==> src/rtl/alu_decode_stage.sv <==
// RV32I integer-compute decode stage: turns one instruction plus its register
// operands into ALU controls and operands, presented through a valid/ready register.
module alu_decode_stage #(
    parameter int XLEN = 32
) (
    input  logic            i_clk,
    input  logic            i_rst,
    input  logic            i_valid,
    output logic            o_ready,
    input  logic [31:0]     i_inst,
    input  logic [XLEN-1:0] i_pc,
    input  logic [XLEN-1:0] i_rs1_data,
    input  logic [XLEN-1:0] i_rs2_data,
    input  logic            i_flush,
    output logic            o_valid,
    input  logic            i_ready,
    output logic [XLEN-1:0] o_op_a,
    output logic [XLEN-1:0] o_op_b,
    output logic            o_sub,
    output logic [1:0]      o_bool_op,
    output logic [3:0]      o_op_sel,
    output logic            o_shift_dir,
    output logic            o_cmp_unsigned,
    output logic [4:0]      o_rd,
    output logic            o_wen,
    output logic            o_illegal
);

    localparam logic [6:0] OPC_OP     = 7'b0110011;
    localparam logic [6:0] OPC_OP_IMM = 7'b0010011;
    localparam logic [6:0] OPC_LUI    = 7'b0110111;
    localparam logic [6:0] OPC_AUIPC  = 7'b0010111;

    localparam logic [6:0] F7_BASE = 7'b0000000;
    localparam logic [6:0] F7_ALT  = 7'b0100000;

    localparam logic [3:0] SEL_ADD   = 4'b0001;
    localparam logic [3:0] SEL_CMP   = 4'b0010;
    localparam logic [3:0] SEL_BOOL  = 4'b0100;
    localparam logic [3:0] SEL_SHIFT = 4'b1000;

    localparam logic [1:0] BOOL_XOR = 2'b00;
    localparam logic [1:0] BOOL_OR  = 2'b10;
    localparam logic [1:0] BOOL_AND = 2'b11;

    logic [6:0] opcode;
    logic [2:0] f3;
    logic [6:0] f7;
    logic [4:0] rd;
    logic       f3_is_shift;

    logic [XLEN-1:0] imm_i;
    logic [XLEN-1:0] imm_u;
    logic [XLEN-1:0] shamt_imm;
    logic [XLEN-1:0] shamt_reg;

    assign opcode      = i_inst[6:0];
    assign f3          = i_inst[14:12];
    assign f7          = i_inst[31:25];
    assign rd          = i_inst[11:7];
    assign f3_is_shift = (f3 == 3'b001) || (f3 == 3'b101);

    assign imm_i     = {{(XLEN-12){i_inst[31]}}, i_inst[31:20]};
    assign imm_u     = {i_inst[31:12], 12'b0};
    assign shamt_imm = {{(XLEN-5){1'b0}}, i_inst[24:20]};
    // Register shifts only see rs2[4:0] so the ALU shifter never gets an amount above 31.
    assign shamt_reg = {{(XLEN-5){1'b0}}, i_rs2_data[4:0]};

    logic [XLEN-1:0] dec_op_a;
    logic [XLEN-1:0] dec_op_b;
    logic            dec_is_alu;
    logic            dec_is_reg;
    logic            dec_is_upper;
    logic            dec_f7_ok;
    logic            dec_legal;

    always_comb begin
        dec_op_a     = '0;
        dec_op_b     = '0;
        dec_is_alu   = 1'b0;
        dec_is_reg   = 1'b0;
        dec_is_upper = 1'b0;
        dec_f7_ok    = 1'b0;
        case (opcode)
            OPC_OP: begin
                dec_op_a   = i_rs1_data;
                dec_op_b   = f3_is_shift ? shamt_reg : i_rs2_data;
                dec_is_alu = 1'b1;
                dec_is_reg = 1'b1;
                dec_f7_ok  = (f7 == F7_BASE) ||
                             ((f7 == F7_ALT) && ((f3 == 3'b000) || (f3 == 3'b101)));
            end
            OPC_OP_IMM: begin
                dec_op_a   = i_rs1_data;
                dec_op_b   = f3_is_shift ? shamt_imm : imm_i;
                dec_is_alu = 1'b1;
                if (f3 == 3'b001) begin
                    dec_f7_ok = (f7 == F7_BASE);
                end else if (f3 == 3'b101) begin
                    dec_f7_ok = (f7 == F7_BASE) || (f7 == F7_ALT);
                end else begin
                    dec_f7_ok = 1'b1;
                end
            end
            OPC_LUI: begin
                dec_op_b     = imm_u;
                dec_is_upper = 1'b1;
            end
            OPC_AUIPC: begin
                dec_op_a     = i_pc;
                dec_op_b     = imm_u;
                dec_is_upper = 1'b1;
            end
            default: begin
                dec_op_a = '0;
                dec_op_b = '0;
            end
        endcase
        dec_legal = dec_is_alu ? dec_f7_ok : dec_is_upper;
    end

    logic       dec_sub;
    logic [1:0] dec_bool_op;
    logic [3:0] dec_op_sel;
    logic       dec_shift_dir;
    logic       dec_cmp_unsigned;
    logic       dec_wen;

    // Illegal instructions leave every control at zero so the ALU produces 0.
    always_comb begin
        dec_sub          = 1'b0;
        dec_bool_op      = BOOL_XOR;
        dec_op_sel       = '0;
        dec_shift_dir    = 1'b0;
        dec_cmp_unsigned = 1'b0;
        if (dec_legal && !dec_is_alu) begin
            dec_op_sel = SEL_ADD;
        end else if (dec_legal) begin
            case (f3)
                3'b000: begin
                    dec_op_sel = SEL_ADD;
                    dec_sub    = dec_is_reg & f7[5];
                end
                3'b001: begin
                    dec_op_sel = SEL_SHIFT;
                end
                3'b010: begin
                    dec_op_sel = SEL_CMP;
                    dec_sub    = 1'b1;
                end
                3'b011: begin
                    dec_op_sel       = SEL_CMP;
                    dec_sub          = 1'b1;
                    dec_cmp_unsigned = 1'b1;
                end
                3'b100: begin
                    dec_op_sel  = SEL_BOOL;
                    dec_bool_op = BOOL_XOR;
                end
                3'b101: begin
                    dec_op_sel    = SEL_SHIFT;
                    dec_shift_dir = 1'b1;
                    dec_sub       = f7[5];
                end
                3'b110: begin
                    dec_op_sel  = SEL_BOOL;
                    dec_bool_op = BOOL_OR;
                end
                3'b111: begin
                    dec_op_sel  = SEL_BOOL;
                    dec_bool_op = BOOL_AND;
                end
            endcase
        end
        dec_wen = dec_legal && (rd != 5'd0);
    end

    logic            valid_q,        valid_d;
    logic [XLEN-1:0] op_a_q,         op_a_d;
    logic [XLEN-1:0] op_b_q,         op_b_d;
    logic            sub_q,          sub_d;
    logic [1:0]      bool_op_q,      bool_op_d;
    logic [3:0]      op_sel_q,       op_sel_d;
    logic            shift_dir_q,    shift_dir_d;
    logic            cmp_unsigned_q, cmp_unsigned_d;
    logic [4:0]      rd_q,           rd_d;
    logic            wen_q,          wen_d;
    logic            illegal_q,      illegal_d;
    logic            load;

    assign o_ready = ~valid_q | i_ready;
    assign load    = i_valid & o_ready & ~i_flush;

    // Payload only changes on a load, so a stalled entry stays bit-stable.
    always_comb begin
        valid_d        = valid_q;
        op_a_d         = op_a_q;
        op_b_d         = op_b_q;
        sub_d          = sub_q;
        bool_op_d      = bool_op_q;
        op_sel_d       = op_sel_q;
        shift_dir_d    = shift_dir_q;
        cmp_unsigned_d = cmp_unsigned_q;
        rd_d           = rd_q;
        wen_d          = wen_q;
        illegal_d      = illegal_q;
        if (i_flush) begin
            valid_d = 1'b0;
        end else if (load) begin
            valid_d = 1'b1;
        end else if (i_ready) begin
            valid_d = 1'b0;
        end
        if (load) begin
            op_a_d         = dec_op_a;
            op_b_d         = dec_op_b;
            sub_d          = dec_sub;
            bool_op_d      = dec_bool_op;
            op_sel_d       = dec_op_sel;
            shift_dir_d    = dec_shift_dir;
            cmp_unsigned_d = dec_cmp_unsigned;
            rd_d           = rd;
            wen_d          = dec_wen;
            illegal_d      = ~dec_legal;
        end
    end

    always_ff @(posedge i_clk) begin
        if (i_rst) begin
            valid_q        <= 1'b0;
            op_a_q         <= '0;
            op_b_q         <= '0;
            sub_q          <= 1'b0;
            bool_op_q      <= '0;
            op_sel_q       <= '0;
            shift_dir_q    <= 1'b0;
            cmp_unsigned_q <= 1'b0;
            rd_q           <= '0;
            wen_q          <= 1'b0;
            illegal_q      <= 1'b0;
        end else begin
            valid_q        <= valid_d;
            op_a_q         <= op_a_d;
            op_b_q         <= op_b_d;
            sub_q          <= sub_d;
            bool_op_q      <= bool_op_d;
            op_sel_q       <= op_sel_d;
            shift_dir_q    <= shift_dir_d;
            cmp_unsigned_q <= cmp_unsigned_d;
            rd_q           <= rd_d;
            wen_q          <= wen_d;
            illegal_q      <= illegal_d;
        end
    end

    assign o_valid        = valid_q;
    assign o_op_a         = op_a_q;
    assign o_op_b         = op_b_q;
    assign o_sub          = sub_q;
    assign o_bool_op      = bool_op_q;
    assign o_op_sel       = op_sel_q;
    assign o_shift_dir    = shift_dir_q;
    assign o_cmp_unsigned = cmp_unsigned_q;
    assign o_rd           = rd_q;
    assign o_wen          = wen_q;
    assign o_illegal      = illegal_q;

endmodule

==> config.mk <==
export PLATFORM = sky130hd
export DESIGN_NAME = alu_decode_stage
export DESIGN_NICKNAME = d
export VERILOG_FILES = /design/src/rtl/alu_decode_stage.sv
export SDC_FILE = /design/constraint.sdc
export NUM_CORES = 1
export LEC_CHECK = 0
export BUFFER_PORTS_ARGS = -buffer_cell sky130_fd_sc_hd__buf_2
export CORE_AREA = 2 2 70 123
export DETAILED_ROUTE_END_ITERATION = 10
export DIE_AREA = 0 0 72 125
export GPL_ROUTABILITY_DRIVEN = 0
export PLACE_DENSITY_LB_ADDON = 0.2
export SLEW_MARGIN = 20
export SYNTH_ARGS = -nofsm -noshare
export SYNTH_HDL_FRONTEND = slang
export SYNTH_SLANG_ARGS = --single-unit
==> constraint.sdc <==
create_clock -name i_clk -period 4.6 [get_ports i_clk]
set_input_delay 0.23 -clock i_clk [delete_from_list [all_inputs] [get_ports i_clk]]
set_output_delay 0.23 -clock i_clk [all_outputs]
set_load 0.05 [all_outputs]
==> qor.csv, run 1 <==
metric,value,unit
synthesized area,3766,um^2
DRC,0,
Setup CP Type,flip-flop to flip-flop,
RSZ-0062 raised after global routing,no,
RR Endpoint,o_op_a[4],
share of cells above drive strength 1,0.3692,
WL/cell,14.09,um
total gr overflow,0,
"non-filler cells, final",761,
post-route ant nets,0,
Worst Path Required,4.80,ns
Total GRT Usage,0.2351,
# clock sinks,81,
port bufs,214,
Pwr Density,306.7,nW/um^2
die area,9000,um^2
distinct cell type count after synthesis,41,
"CTS clk-pin slew, worst paths",0.06,ns
initial antenna violation count,0,
final hold violation count,0,
footprint of the multi-input gates,1973,um^2
CTS tree,done,
syn_nets,610,
"Max stage delay cell, worst path",buf_4,
vias in the first global route,3799,
setup_tns,0,ns
chip width,72,um
setup bufs post-CTS,0,
Die H,125,um
Synth Instances,477,
Worst Setup End Kind,flip-flop,
htree depth,3,
Syn Area/Cell,7.895,um^2
Rows,44,
hold_buf cts,0,
Reg2Reg Depth,8,
Inserted Clock Buffers,9,
hpwl dp,7876,um
DRT Wirelength,10720,um
core box area,8093,um^2
Inst Count DP,745,
Starting Density,0.4654,
clock tree buffer depth,2,
1st-iter DRT viols,119,
Hold EP,o_valid,
worst hold stages,2,
most frequent CP cell,buf_4,
outcome,completed,
Min Hold Slack,0.09565,ns
P&R area growth vs syn,35.55,%
fillers,752,
final setup vio count,0,
Startpoint Class,flip-flop,
P_leak,2.372,nW
vias per cell,5.275,
largest net degree at the start of global routing,68,
max_cap viols,0,
nets,797,
worst hold start,i_flush,
IO Count,215,
router iterations before antenna repair,4,
via total after detailed routing,4014,
first-pass GRT wire length,16910,um
number of diodes,0,
sequential cell area,1622,um^2
worst slew pin tran,0.6694,ns
post-synthesis sequential area ratio,0.4306,
warnings from Yosys,0,
Crit path largest cell delay,0.54,ns
fin crit share,0.4231,
Reg2Reg Setup Slack,2.65,ns
critical path arrival,2.15,ns
R2R Path Start,o_valid,
Post-CTS Resized,0,
worst-case clock skew,0.002941,ns
root buffer cell,clkbuf_16,
"Slew Viols, Final",0,
worst vdd rail ir drop,0.2021,mV
f_max,513.8,MHz
Hold Crit Class,input port to flip-flop,
max_slew headroom,0.5527,
worst-path cell chain,"nor2b_4, inv_2, nand3b_1, buf_4, buf_4, nor3_1, a21oi_1, nor2_1",
peak fanout along the critical path,67,
Setup WS post-layout,2.654,ns
dpl ws,2.488,ns
#FFs+latches synth,81,
Period minus WS final,1.946,ns
worst-skew pair later-pin latency,0.33,ns
## layout by cell type, fill, tap and decap left out, types with 2 or more instances in the layout
| master | n |
|---|---|
| a21o_1 | 2 |
| a21oi_1 | 94 |
| a22o_1 | 5 |
| a22oi_1 | 7 |
| a32o_1 | 4 |
| buf_2 | 214 |
| buf_4 | 6 |
| clkbuf_1 | 2 |
| clkbuf_16 | 9 |
| clkbuf_8 | 2 |
| clkinv_2 | 3 |
| dfxtp_1 | 81 |
| mux2_2 | 6 |
| mux2i_1 | 5 |
| nand2_1 | 34 |
| nor2_1 | 55 |
| nor2b_1 | 52 |
| nor2b_4 | 2 |
| nor3_1 | 36 |
| nor4_1 | 5 |
| o21ai_0 | 5 |
| o31ai_1 | 18 |
## area by class of cell
| cell class | instances | share of cell area |
|---|---|---|
| multi-input combinational | 351 | 0.3865 |
| sequential | 81 | 0.3176 |
| timing repair buffer | 220 | 0.2186 |
| clock buffer | 13 | 0.05098 |
| tap | 92 | 0.02255 |
| clock inverter | 3 | 0.002941 |
| inverter | 1 | 0.0007353 |
## worst max path at each step
stage          startpoint              to  depth (start not counted)
2_1_floorplan     o_valid  o_cmp_unsigned                          7
3_3_place_gp    i_inst[6]  o_cmp_unsigned                          7
3_5_place_dp    i_inst[6]  o_cmp_unsigned                          7
4_1_cts           o_valid       o_op_a[4]                          8
5_1_grt           o_valid       o_op_a[9]                          8
6_report          o_valid       o_op_a[4]                          8
## critical path, delay by kind of cell, from the launching register on
kind	cells	cell delay, ns
buffers and inverters	3	0.84
AOI/OAI and AO/OA	1	0.15
DFF	1	0.33
and+or+nand+nor	4	0.46
## synthesized netlist by cell type
cell type	count	share of area
a22oi_1	7	0.014
a211oi_1	1	0.0020
a21o_1	2	0.0040
or3_4	1	0.0030
mux2i_1	5	0.013
nor3_4	1	0.0043
nor4_2	1	0.0033
a22o_1	5	0.012
a32o_1	4	0.011
a2111oi_0	1	0.0023
nor2b_4	1	0.0037
buf_2	13	0.017
a41oi_1	1	0.0023
and2_1	1	0.0017
and2b_1	1	0.0020
clkbuf_2	1	0.0013
mux2_2	6	0.018
a21oi_1	94	0.12
and3_1	1	0.0017
nand2_1	34	0.034
inv_2	1	0.0010
nand4b_1	1	0.0023
nor3b_1	1	0.0020
a211o_1	1	0.0023
or2_1	1	0.0017
a31oi_1	1	0.0017
nor4_1	5	0.0083
nand2b_1	1	0.0017
o31ai_1	18	0.036
nand4_1	1	0.0017
o21a_1	1	0.0020
buf_1	2	0.0020
xor2_1	1	0.0023
nor2b_1	53	0.088
dfxtp_1	81	0.43
nor2_1	56	0.056
o21ai_0	5	0.0066
clkbuf_1	28	0.028
nand3b_1	1	0.0020
nand3_1	1	0.0013
nor3_1	36	0.048
## stage by stage
step | cell area (um^2) | util | total power, W
after floorplan | 3766 | - | 0.0008432
after global placement | 4820 | 0.5955 | 0.0009213
after detailed placement | 4820 | 0.5955 | 0.0009232
after CTS | 5095 | 0.6296 | 0.001582
after global routing | 5105 | 0.6308 | 0.001632
final | 5105 | 0.6308 | 0.001566
## report_power, final
| group | leakage, nW | internal [W] | switching [W] |
|---|---|---|---|
| registers | 0.653 | 0.000706 | 0.00000212 |
| logic | 1.58 | 0.0000831 | 0.000117 |
| clock network | 0.139 | 0.000392 | 0.000265 |
## routing by layer
metal / share of wire / wire length [um] / track usage / up-vias
met5: 0 / 0 / 0 / -
met4: 0.035 / 378 / 0.1199 / 0
met3: 0.063 / 674 / 0.04674 / 28
met2: 0.52 / 5612 / 0.4276 / 148
met1: 0.38 / 4058 / 0.2477 / 1798
li1: - / - / - / 2040
## cells by family after synthesis
logic type / count (synthesis) / synth area share
and+or+nand+nor: 198 / 0.2661
AOI/OAI and AO/OA: 141 / 0.2203
DFF: 81 / 0.4306
buffers and inverters: 45 / 0.04950
muxes: 11 / 0.03123
xor gates and xnor gates: 1 / 0.002326
## state kept, by name (all words and copies together) (netlist names)
| register | flops |
|---|---|
| o_illegal | 1 |
| o_bool_op | 2 |
| o_op_a | 32 |
| o_op_sel | 4 |
| o_sub | 1 |
| o_cmp_unsigned | 1 |
| o_wen | 1 |
| o_op_b | 32 |
| o_shift_dir | 1 |
| o_valid | 1 |
| o_rd | 5 |
No activity file was read; power rests on OpenSTA's default activity.
==> run 2: changes to the inputs <==
--- a/config.mk
+++ b/config.mk
@@ -5,10 +5,11 @@
 export SDC_FILE = /design/constraint.sdc
 export NUM_CORES = 1
 export LEC_CHECK = 0
+export ABC_AREA = 1
 export BUFFER_PORTS_ARGS = -buffer_cell sky130_fd_sc_hd__buf_2
-export CORE_AREA = 2 2 70 123
+export CORE_AREA = 2 2 75 131
 export DETAILED_ROUTE_END_ITERATION = 10
-export DIE_AREA = 0 0 72 125
+export DIE_AREA = 0 0 77 133
 export GPL_ROUTABILITY_DRIVEN = 0
 export PLACE_DENSITY_LB_ADDON = 0.2
 export SLEW_MARGIN = 20
==> constraint.sdc (replaced) <==
create_clock -name i_clk -period 2.01 [get_ports i_clk]
set_input_delay 0.1005 -clock i_clk [delete_from_list [all_inputs] [get_ports i_clk]]
set_output_delay 0.1005 -clock i_clk [all_outputs]
set_load 0.05 [all_outputs]
==> qor.csv, run 2 <==
metric,value,unit,change
"most common cell after layout, fill and taps aside",buf_2,,unchanged
DRT Wirelength,13020,um,was 10720 um
Synth Instances,607,,was 477
final core utilization,0.6050,,was 0.6308
clock tree buffer depth,2,,unchanged
via total after detailed routing,4610,,was 4014
vias in the first global route,4406,,was 3799
number of diodes,0,,unchanged
worst-case clock skew,0.006327,ns,was 0.002941 ns
Post-synth EDFFs,0,,unchanged
# clock sinks,81,,unchanged
outcome,completed,,unchanged
Async SR Flop Fraction,0,,unchanged
distinct cell type count after synthesis,25,,was 41
Min Hold Slack,0.01259,ns,was 0.09565 ns
f_max,577.6,MHz,
syn_nets,740,,was 610
RSZ-0062 raised after global routing,no,,unchanged
warnings from Yosys,0,,unchanged
core box area,9291,um^2,was 8093 um^2
Int Pwr,0.002985,W,was 0.001182 W
Rows,47,,was 44
Inserted Clock Buffers,9,,unchanged
CTS tree,done,,unchanged
synthesized area,4151,um^2,was 3766 um^2
hpwl dp,9770,um,was 7876 um
Yosys top cell area share,0.3906,,was 0.4306
largest area contributor in the synthesized netlist,dfxtp_1,,unchanged
post-route ant nets,0,,unchanged
fin crit share,0.8613,,
Total GRT Usage,0.2474,,was 0.2351
Worst Setup End Kind,flip-flop,,unchanged
share of cells above drive strength 1,0.3383,,was 0.3692
vias per cell,4.946,,was 5.275
most frequent cell after synthesis,nand2_1,,was a21oi_1
final hold violation count,0,,unchanged
"Slew Viols, Final",0,,unchanged
post-synthesis sequential area ratio,0.3906,,was 0.4306
WL/cell,13.97,um,was 14.09 um
Worst Path Required,2.28,ns,was 4.80 ns
max_cap viols,0,,unchanged
P&R area growth vs syn,35.41,%,was 35.55%
IO Count,215,,unchanged
Most used DFF post-synth,dfxtp_1,,unchanged
Syn Area/Cell,6.839,um^2,was 7.895 um^2
total gr overflow,0,,unchanged
nets,938,,was 797
peak fanout along the critical path,102,,was 67
Flop pwr share,0.410,,was 0.452
htree depth,3,,unchanged
chip width,77,um,was 72 um
setup bufs post-CTS,0,,unchanged
Die H,133,um,was 125 um
Area contributors post-synth,"dfxtp_1, nand2_1, inv_1",,"was dfxtp_1, a21oi_1, nor2b_1"
P_sw,0.001112,W,was 0.0003840 W
Starting Density,0.4468,,was 0.4654
setup_tns,0,ns,unchanged
Setup CP Type,input port to flip-flop,,was flip-flop to flip-flop
1st-iter DRT viols,136,,was 119
Comb pwr share,0.156,,was 0.128
router iterations before antenna repair,4,,unchanged
critical path arrival,2.00,ns,was 2.15 ns
#FFs+latches synth,81,,unchanged
DRC,0,,unchanged
"CTS clk-pin slew, worst paths",0.06,ns,about the same
Clk pwr share,0.434,,was 0.420
synth cell count leaders,"nand2_1, inv_1, dfxtp_1",,"was a21oi_1, dfxtp_1, nor2_1"
initial antenna violation count,0,,unchanged
P_leak,3.006,nW,was 2.372 nW
worst vdd rail ir drop,0.3915,mV,was 0.2021 mV
Post-CTS Resized,0,,unchanged
port bufs,214,,unchanged
first-pass GRT wire length,20290,um,was 16910 um
Startpoint Class,input port,,was flip-flop
most frequent cells in the layout,"buf_2, nand2_1, inv_1, dfxtp_1, nor2_1",,"was buf_2, a21oi_1, dfxtp_1, nor2_1, nor2b_1"
worst slew pin tran,0.5384,ns,was 0.6694 ns
worst-skew pair later-pin latency,0.34,ns,was 0.33 ns
die area,10240,um^2,was 9000 um^2
max_slew headroom,0.6407,,was 0.5527
Switching Share,0.2715,,was 0.2453
largest net degree at the start of global routing,103,,was 68
Period minus WS final,1.731,ns,
root buffer cell,clkbuf_16,,unchanged
Pwr Density,728.7,nW/um^2,was 306.7 nW/um^2
final setup vio count,0,,unchanged
Hold Crit Class,input port to flip-flop,,unchanged
run 2: cell count changes in the layout (fill, tap and decap cells not counted), sizes merged, moves of 7 or more:
cell | before | now
inv | 1 | 99
o211ai | 0 | 14
nand3 | 1 | 43
o31ai | 18 | 0
a21oi | 94 | 45
o21ai | 5 | 18
nor3 | 37 | 5
o221ai | 0 | 32
nand2 | 34 | 169
a22oi | 7 | 0
nor2b | 54 | 0
run 2: worst max-delay path, stage by stage:
cell           delay [ns]
dlygate4sd3_1        0.54
buf_2                0.14
nor3_4               0.23
buf_12               0.38
nand2_1              0.13
nor2_1               0.19
nand4_1              0.14
a21oi_1              0.13
run 2: per-stage QoR:
| stage | setup slack (ns) | instance area [um^2] | total power (W) | instances |
|---|---|---|---|---|
| after floorplan | 0.4475 | 4151 | 0.002101 | 607 |
| after global placement | 0.3814 | 5283 | 0.002340 | 915 |
| after detailed placement | 0.3268 | 5283 | 0.002350 | 915 |
| after CTS | 0.2782 | 5622 | 0.004128 | 932 |
| after global routing | 0.1337 | 5622 | 0.004258 | 932 |
| final | 0.2788 | 5622 | 0.004097 | 932 |
run 2: layout make-up:
type / count / area, um^2
clock inverters: 6 / 90.09
multi-input cells: 388 / 1967
clock buffers: 10 / 239.0
inverters: 98 / 367.9
flip-flops and latches: 81 / 1622
well taps: 122 / 152.6
fillers: 908 / 3670
repair buffers: 227 / 1184
run 2: power by group through the flow:
stage | sequential, W | clock (W) | combinational, W
after floorplan | 0.00189 | 0 | 0.000206
after global placement | 0.00171 | 0 | 0.000627
after detailed placement | 0.00172 | 0 | 0.000634
after CTS | 0.00168 | 0.00181 | 0.000639
after global routing | 0.00168 | 0.00189 | 0.000684
final | 0.00168 | 0.00178 | 0.000637
run 2: metal layers:
metal / wire [um] / GRT usage / share of wire
met1: 4719 / 0.2574 / 0.36
met2: 6802 / 0.4498 / 0.52
met3: 934 / 0.05593 / 0.072
met4: 568 / 0.1399 / 0.044
met5: 0 / 0 / 0
run 2: logic make-up after synthesis:
| kind of cell | count (synthesis) | synth area share |
|---|---|---|
| AO/OA/AOI/OAI | 110 | 0.1814 |
| flip-flops | 81 | 0.3906 |
| buffers and inverters | 138 | 0.1371 |
| AND/OR/NAND/NOR | 278 | 0.2908 |
run 2: path summary, 6_finish.rpt:
kind,startpoint,endpoint,slack [ns],cells past startpoint
worst max-delay path,i_flush,o_bool_op[0],0.28,8
worst min-delay path,i_inst[11],o_rd[4],0.01,3
worst max register to register,o_valid,o_bool_op[0],0.36,8
worst min register to register,o_op_b[11],o_op_b[11],0.46,2
run 2: what timing repair did:
action,4_1_cts,5_1_grt
setup endpoints to repair,0,0
endpoints found under the hold margin,1,0
hold buffers,1,0
